<file path="src/rtl/riscv_pkg.sv">
// ----------------------------------------------------------------------------
// riscv_pkg
//   Shared definitions for the load/store path: load/store size encodings as
//   produced by the decoder, the LSU controller state type, data-bus widths
//   and small helpers that classify an access by its size and low address
//   bits.
// ----------------------------------------------------------------------------
package riscv_pkg;

    // Data-bus geometry
    localparam int BUS_DATA_W = 32;
    localparam int BUS_BE_W   = BUS_DATA_W / 8;

    // Load/store size encodings (bit 2 set = zero-extending load)
    localparam logic [2:0] LDST_B  = 3'd0;
    localparam logic [2:0] LDST_H  = 3'd1;
    localparam logic [2:0] LDST_W  = 3'd2;
    localparam logic [2:0] LDST_BU = 3'd4;
    localparam logic [2:0] LDST_HU = 3'd5;

    typedef enum logic [1:0] {
        IDLE = 2'd0,
        REQ  = 2'd1,
        WAIT = 2'd2,
        DONE = 2'd3
    } lsu_state_t;

    // True for the five encodings the LSU can put on the bus.
    function automatic logic size_supported(input logic [2:0] size);
        logic ok;
        case (size)
            LDST_B, LDST_H, LDST_W, LDST_BU, LDST_HU: ok = 1'b1;
            default:                                  ok = 1'b0;
        endcase
        return ok;
    endfunction

    // Halfword on an odd byte, or word off a word boundary.
    function automatic logic is_misaligned(input logic [2:0] size, input logic [1:0] addr_lo);
        return ((size[1:0] == 2'd1) && addr_lo[0]) ||
               ((size[1:0] == 2'd2) && (addr_lo != 2'b00));
    endfunction

endpackage

</file>
<file path="src/rtl/lsu_load_align.sv">
// ----------------------------------------------------------------------------
// lsu_load_align
//   Combinational load-data aligner. Selects the addressed byte or halfword
//   from a bus word and sign- or zero-extends it to 32 bits.
//
//   Ports:
//     rdata_i    in   raw read data from the bus
//     size_i     in   load size (LDST_B/H/W/BU/HU)
//     addr_lo_i  in   address bits [1:0] of the access
//     data_o     out  aligned, extended load data (0 for unsupported sizes)
// ----------------------------------------------------------------------------
module lsu_load_align
    import riscv_pkg::*;
(
    input  logic [BUS_DATA_W-1:0] rdata_i,
    input  logic [2:0]            size_i,
    input  logic [1:0]            addr_lo_i,
    output logic [BUS_DATA_W-1:0] data_o
);

    logic [7:0]  byte_sel;
    logic [15:0] half_sel;

    // NOTE: every output gets a default before the case so no path leaves it
    // unassigned, which would otherwise infer a latch.
    always_comb begin
        byte_sel = rdata_i[{addr_lo_i, 3'b000} +: 8];
        // Only addr[1] picks the half; an odd halfword address is treated as
        // the containing aligned half.
        half_sel = addr_lo_i[1] ? rdata_i[31:16] : rdata_i[15:0];
        data_o   = '0;
        case (size_i)
            LDST_B:  data_o = {{24{byte_sel[7]}}, byte_sel};
            LDST_BU: data_o = {24'h0, byte_sel};
            LDST_H:  data_o = {{16{half_sel[15]}}, half_sel};
            LDST_HU: data_o = {16'h0, half_sel};
            LDST_W:  data_o = rdata_i;
            default: data_o = '0;
        endcase
    end

endmodule

</file>
<file path="src/rtl/lsu_riscv.sv">
// ----------------------------------------------------------------------------
// lsu_riscv
//   Load/store unit controller. Turns a decoder memory request into a single
//   request/grant(/response) transaction on the data bus, stalls the core
//   until the access completes, generates byte enables and replicated store
//   data, and registers aligned/extended load data for writeback.
//
//   Build option: LSU_MISALIGN_EXC_EN
//     defined   - misaligned H/HU/W accesses skip the bus and pulse
//                 lsu_misalign_o for the one DONE cycle.
//     undefined - lsu_misalign_o is tied low; misaligned halfwords use
//                 addr[1] only and misaligned words hit the containing word.
//
//   Ports:
//     clk_i, arstn_i     clock, asynchronous active-low reset
//     lsu_req_i          access request (held while stalled)
//     lsu_we_i           1 = store, 0 = load
//     lsu_size_i         LDST_* size encoding
//     lsu_addr_i         effective byte address
//     lsu_data_i         store data
//     lsu_data_o         last completed load result
//     lsu_stall_req_o    stall the core (combinational)
//     lsu_misalign_o     misaligned-access flag
//     data_req_o/we_o/be_o/addr_o/wdata_o   bus request side
//     data_gnt_i, data_rvalid_i, data_rdata_i bus grant / response side
// ----------------------------------------------------------------------------
module lsu_riscv
    import riscv_pkg::*;
#(
    parameter int ADDR_W = 32
) (
    input  logic                  clk_i,
    input  logic                  arstn_i,
    input  logic                  lsu_req_i,
    input  logic                  lsu_we_i,
    input  logic [2:0]            lsu_size_i,
    input  logic [ADDR_W-1:0]     lsu_addr_i,
    input  logic [BUS_DATA_W-1:0] lsu_data_i,
    output logic [BUS_DATA_W-1:0] lsu_data_o,
    output logic                  lsu_stall_req_o,
    output logic                  lsu_misalign_o,
    output logic                  data_req_o,
    output logic                  data_we_o,
    output logic [BUS_BE_W-1:0]   data_be_o,
    output logic [ADDR_W-1:0]     data_addr_o,
    output logic [BUS_DATA_W-1:0] data_wdata_o,
    input  logic                  data_gnt_i,
    input  logic                  data_rvalid_i,
    input  logic [BUS_DATA_W-1:0] data_rdata_i
);

    lsu_state_t            state_q;
    logic                  data_req_q;
    logic [BUS_DATA_W-1:0] lsu_data_q;
    logic [2:0]            size_q;
    logic [1:0]            addr_lo_q;
    logic                  misalign_d;
    logic [BUS_DATA_W-1:0] load_data_d;

`ifdef LSU_MISALIGN_EXC_EN
    logic misalign_q;
    assign misalign_d     = is_misaligned(lsu_size_i, lsu_addr_i[1:0]);
    assign lsu_misalign_o = misalign_q;
`else
    assign misalign_d     = 1'b0;
    assign lsu_misalign_o = 1'b0;
`endif

    // Size and offset are captured when the access starts so extraction does
    // not depend on the core still presenting them when the response lands.
    lsu_load_align u_load_align (
        .rdata_i   (data_rdata_i),
        .size_i    (size_q),
        .addr_lo_i (addr_lo_q),
        .data_o    (load_data_d)
    );

    // NOTE: sequential state uses non-blocking assignments so every flop
    // samples the pre-edge values regardless of statement order.
    always_ff @(posedge clk_i or negedge arstn_i) begin
        if (!arstn_i) begin
            state_q    <= IDLE;
            data_req_q <= 1'b0;
            lsu_data_q <= '0;
            size_q     <= LDST_B;
            addr_lo_q  <= 2'b00;
`ifdef LSU_MISALIGN_EXC_EN
            misalign_q <= 1'b0;
`endif
        end else begin
`ifdef LSU_MISALIGN_EXC_EN
            // Pulse: only ever set on the IDLE->DONE edge below.
            misalign_q <= 1'b0;
`endif
            case (state_q)
                IDLE: begin
                    if (lsu_req_i) begin
                        size_q    <= lsu_size_i;
                        addr_lo_q <= lsu_addr_i[1:0];
                        if (!size_supported(lsu_size_i)) begin
                            state_q    <= DONE;
                            lsu_data_q <= '0;
                        end else if (misalign_d) begin
                            state_q    <= DONE;
`ifdef LSU_MISALIGN_EXC_EN
                            misalign_q <= 1'b1;
`endif
                        end else begin
                            state_q    <= REQ;
                            data_req_q <= 1'b1;
                        end
                    end
                end
                REQ: begin
                    if (data_gnt_i) begin
                        data_req_q <= 1'b0;
                        state_q    <= lsu_we_i ? DONE : WAIT;
                    end
                end
                WAIT: begin
                    if (data_rvalid_i) begin
                        lsu_data_q <= load_data_d;
                        state_q    <= DONE;
                    end
                end
                DONE: begin
                    // One-cycle release of the stall; a still-high request
                    // starts a fresh access from IDLE.
                    state_q <= IDLE;
                end
                default: state_q <= IDLE;
            endcase
        end
    end

    assign lsu_stall_req_o = lsu_req_i & (state_q != DONE);
    assign lsu_data_o      = lsu_data_q;
    assign data_req_o      = data_req_q;
    assign data_we_o       = lsu_we_i;
    assign data_addr_o     = {lsu_addr_i[ADDR_W-1:2], 2'b00};

    // Byte lanes and store-data replication follow the live request; the
    // core holds it stable for the whole access.
    always_comb begin
        data_be_o = '0;
        case (lsu_size_i)
            LDST_B, LDST_BU: data_be_o = 4'b0001 << lsu_addr_i[1:0];
            LDST_H, LDST_HU: data_be_o = lsu_addr_i[1] ? 4'b1100 : 4'b0011;
            LDST_W:          data_be_o = 4'b1111;
            default:         data_be_o = '0;
        endcase
    end

    always_comb begin
        data_wdata_o = lsu_data_i;
        case (lsu_size_i[1:0])
            2'd0:    data_wdata_o = {4{lsu_data_i[7:0]}};
            2'd1:    data_wdata_o = {2{lsu_data_i[15:0]}};
            default: data_wdata_o = lsu_data_i;
        endcase
    end

endmodule

</file>
<file path="config.mk">
export PLATFORM = sky130hd
export DESIGN_NAME = lsu_riscv
export DESIGN_NICKNAME = d
export VERILOG_FILES = /design/src/rtl/riscv_pkg.sv /design/src/rtl/lsu_load_align.sv /design/src/rtl/lsu_riscv.sv
export SDC_FILE = /design/constraint.sdc
export NUM_CORES = 1
export LEC_CHECK = 0
export ABC_AREA = 1
export ABC_CLOCK_PERIOD_IN_PS = 1920
export CAP_MARGIN = 10
export CORE_UTILIZATION = 40
export CTS_BUF_LIST = sky130_fd_sc_hd__clkbuf_4 sky130_fd_sc_hd__clkbuf_8
export DETAILED_ROUTE_END_ITERATION = 7
export GPL_ROUTABILITY_DRIVEN = 1
export PLACE_DENSITY = 0.81
export SLEW_MARGIN = 20
export SYNTH_ARGS = -nofsm -noshare
export SYNTH_HDL_FRONTEND = slang
export SYNTH_HIERARCHICAL = 1
export SYNTH_SLANG_ARGS = --single-unit
export TNS_END_PERCENT = 50
</file>
<file path="constraint.sdc">
create_clock -name clk_i -period 1.92 [get_ports clk_i]
set_clock_uncertainty 0.1 [all_clocks]
set_input_delay 0.384 -clock clk_i [delete_from_list [all_inputs] [get_ports clk_i]]
set_output_delay 0.384 -clock clk_i [all_outputs]
set_load 0.1 [all_outputs]
</file>
==> metrics.md <==
| Metric | Value |
|---|---|
| Status | complete, no violations |
| CTS clock-pin slew for the worst setup and hold paths | ~0.08 ns |
| Synth-to-Final Area Change | 67.7% |
| Post-synthesis area per instance | around 6.1 µm² |
| DR vias/cell | between 4 and 5 |
| Fin nets | slightly above 800 |
| Largest net degree at the start of global routing | 33 |
| Tot Pwr | between 10 and 15 mW |
| CTS Buffer Depth | 2 |
| Cell variety after synth | 23 |
| Hpwl dp | 9770 µm |
| Final ANT Viol Nets | 0 |
| Crit path DAT | 1.39 ns |
| Reg2reg path depth | 8 |
| Syn. warnings | 6 |
| Number of max-cap violations | 0 |
| Dpl ws | -0.539 ns |
| Hold-fix buffers at CTS | 0 |
| Cells after synthesis | around 600 |
| Final worst slack | 0.0412 ns |
| Period Utilization, post-route | 97.9% |
| Netlist Area Pre-Place | between 3000 and 4000 µm² |
| RSZ-0062 raised after global routing | yes |
| DRC Markers | 0 |
| Max Slew Vio Count | 0 |
| Die extent in y | 97.2 µm |
| P_leak | 3.40 nW |
| RR Endpoint | lsu_data_o[11] |
| Area contributors post-synth | dfrtp_1 28%, nand2_1 25%, buf_4 11% |
| Hold Crit Class | in2async |
| Sequential Power Share | approximately 17% |
| Root cell of the clock tree | clkbuf_8 |
| Total CTS buffers | 5 |
| Clk pwr share | under 10% |
| Clock tree sinks | 40 |
| Seq/Total Area, Yosys | between 20% and 30% |
| Worst path required time | roughly 1.4 ns |
| Yosys top cell by area | dfrtp_1 |
| DRT Pass-1 Iters | 6 |
| Vias in the first global route | approximately 4100 |
| Clock latency on the worst-skew pair | between 0.2 and 0.3 ns |
| H-Tree Depth | 2 |
| Global placement routability congestion | between 0.8 and 0.9 |
| Crit path capture type | primary output |
| Final WL | approximately 12000 µm |
| Crit start category | input pin |
| Fin. Hold Viols | 0 |
| Row count | 34 |
| P_sw | 5.97 mW |
| Ratio of cells with drive above 1 in the final layout | ~23% |
| Drt first-iter violations | ~220 |
| R2r startpoint | state_q[1] |
| TritonCTS clock tree | done |
| Rel. slew slack | between 50% and 60% |
| Die Span X | a little under 100 µm |
| Cell internal pwr | 4.30 mW |
| Inserted Diodes | 0 |
| Worst slew pin tran | 0.681 ns |
| WL per Instance | roughly 15 µm |
| Peak VDD IR | slightly below 0.8 mV |
| Comb pwr share | between 70 and 80% |
| Synth Register Bits | 40 |
| Core Area | 8760 µm² |
| WS Path Type | in2out |
| Initial antenna violation count | 0 |
| Flop2flop setup slack | 0.14 ns |
| Port bufs | 145 |
| Starting Density | 41.4% |
| Die area | between 9000 and 10000 µm² |
| Share of the synthesized area in the top cell type | ~28% |
| Crit Path Max Fanout | 4 |
| Total global routing overflow | 0 |
| Final Critical Period | 1.88 ns |
| Vias | about 4100 |
| Max Freq | roughly 530 MHz |
| First-pass GRT wire length | approximately 20000 µm |
| Io pins | 209 |
| PwrDens | 1690 nW/µm² |
| # setup viols final | 0 |
| Sw Ratio | 58.1% |
| Total track usage | between 20% and 30% |
-- power groups by stage --
stage	logic [mW]	clock network [mW]	registers (mW)
finish	7.79	0.729	1.75
global route	8.25	0.775	1.80
CTS	7.71	0.733	1.74
detailed placement	7.68	0	1.75
global placement	7.54	0	1.73
floorplan	3.16	0	3.96
-- worst max path at each step --
stage	from	to	slack (ns)	cells past startpoint
after global routing	lsu_size_i[1]	data_wdata_o[30]	-0.01	7
after global placement	lsu_size_i[1]	data_be_o[3]	-0.47	8
after CTS	lsu_size_i[0]	data_wdata_o[30]	-0.004	6
after floorplan	lsu_size_i[1]	data_wdata_o[29]	-0.65	4
final	lsu_size_i[1]	data_wdata_o[29]	0.04	7
after detailed placement	lsu_size_i[1]	data_be_o[3]	-0.54	8
-- stage by stage --
step | instance area, µm² | setup TNS, ns | cells | util (%) | hold slack (ns)
2_1_floorplan | 3780 | -4.61 | 601 | - | -0.0116
3_3_place_gp | 5810 | -15.01 | 816 | 66.3 | 0.331
3_5_place_dp | 5810 | -16.82 | 816 | 66.3 | 0.361
4_1_cts | 5990 | -0.00422 | 827 | 68.4 | 0.0388
5_1_grt | 6080 | -0.0230 | 829 | 69.4 | 0.0713
6_report | 6080 | 0 | 829 | 69.4 | 0.0228
-- registers in the layout, summed over array words and instances, names as in the netlist --
signal	flops
size_q	3
data_req_o	1
state_q	2
lsu_data_o	32
addr_lo_q	2
-- critical path: stages --
cell and delay, ns:
buf_4 0.13, buf_6 0.13, clkinv_8 0.05, nand2_8 0.05, buf_6 0.12, o211ai_1 0.25
clkbuf_16 0.26
-- what timing repair did --
action,4_1_cts,5_1_grt
setup endpoints to repair,28,42
resized for setup,28,27
cloned,1,0
pin swaps,7,4
setup buffers,2,2
-- cell usage after synthesis --
cell      number
conb_1         1
nor2_8         2
nand2_2        3
nor2_1        40
o211ai_1      10
inv_1         88
ha_1           6
buf_4         51
buf_2          6
clkinv_1       1
buf_6          6
nand2_4        4
clkbuf_1       5
a21oi_1        2
nand3_2        2
o21ai_1        1
dfrtp_1       40
nand4_1        1
nand3_1       48
o21ai_0       34
nand2_1      243
inv_2          4
nor2_2         1
-- cell usage in the layout, fill, tap and decap left out, types with 4 or more instances in the layout --
master,netlist,layout
o21ai_4,0,7
dlymetal6s2s_1,0,6
buf_6,6,4
nand2_2,3,8
nor2_1,40,38
nand2_1,243,237
buf_4,51,30
clkbuf_8,0,6
dfrtp_1,40,38
buf_12,0,70
nand3_1,48,44
clkdlybuf4s50_1,0,64
o211ai_1,10,10
nand3_4,0,5
o21ai_0,34,24
inv_2,4,13
ha_1,6,5
inv_1,88,79
-- kinds of logic after synthesis --
| logic type | synth area share, % |
|---|---|
| buf+inv | 23.4 |
| other cells | 0.103 |
| flops | 27.6 |
| compound gates | 7.17 |
| simple gates | 39.7 |
| fa+ha+maj | 2.07 |
-- layer usage --
metal  part of all wire (%)  GRT usage (%)  vias to the layer above
li1                       -              -                     1989
met2                     51           47.5                      207
met1                     37           29.7                     1845
met5                   0.31           3.30                        -
met3                    9.7           7.99                       31
met4                    1.9           7.92                        2
-- area by class of cell --
| type | count | area (µm²) |
|---|---|---|
| tap | 108 | 135 |
| multi-input combinational | 400 | 1980 |
| clock inverter | 2 | 38.8 |
| timing repair buffer | 180 | 2480 |
| inverter | 93 | 362 |
| fill | 684 | 2680 |
| clock buffer | 6 | 82.6 |
| sequential | 40 | 1000 |
(Power assumes the default switching activity.)
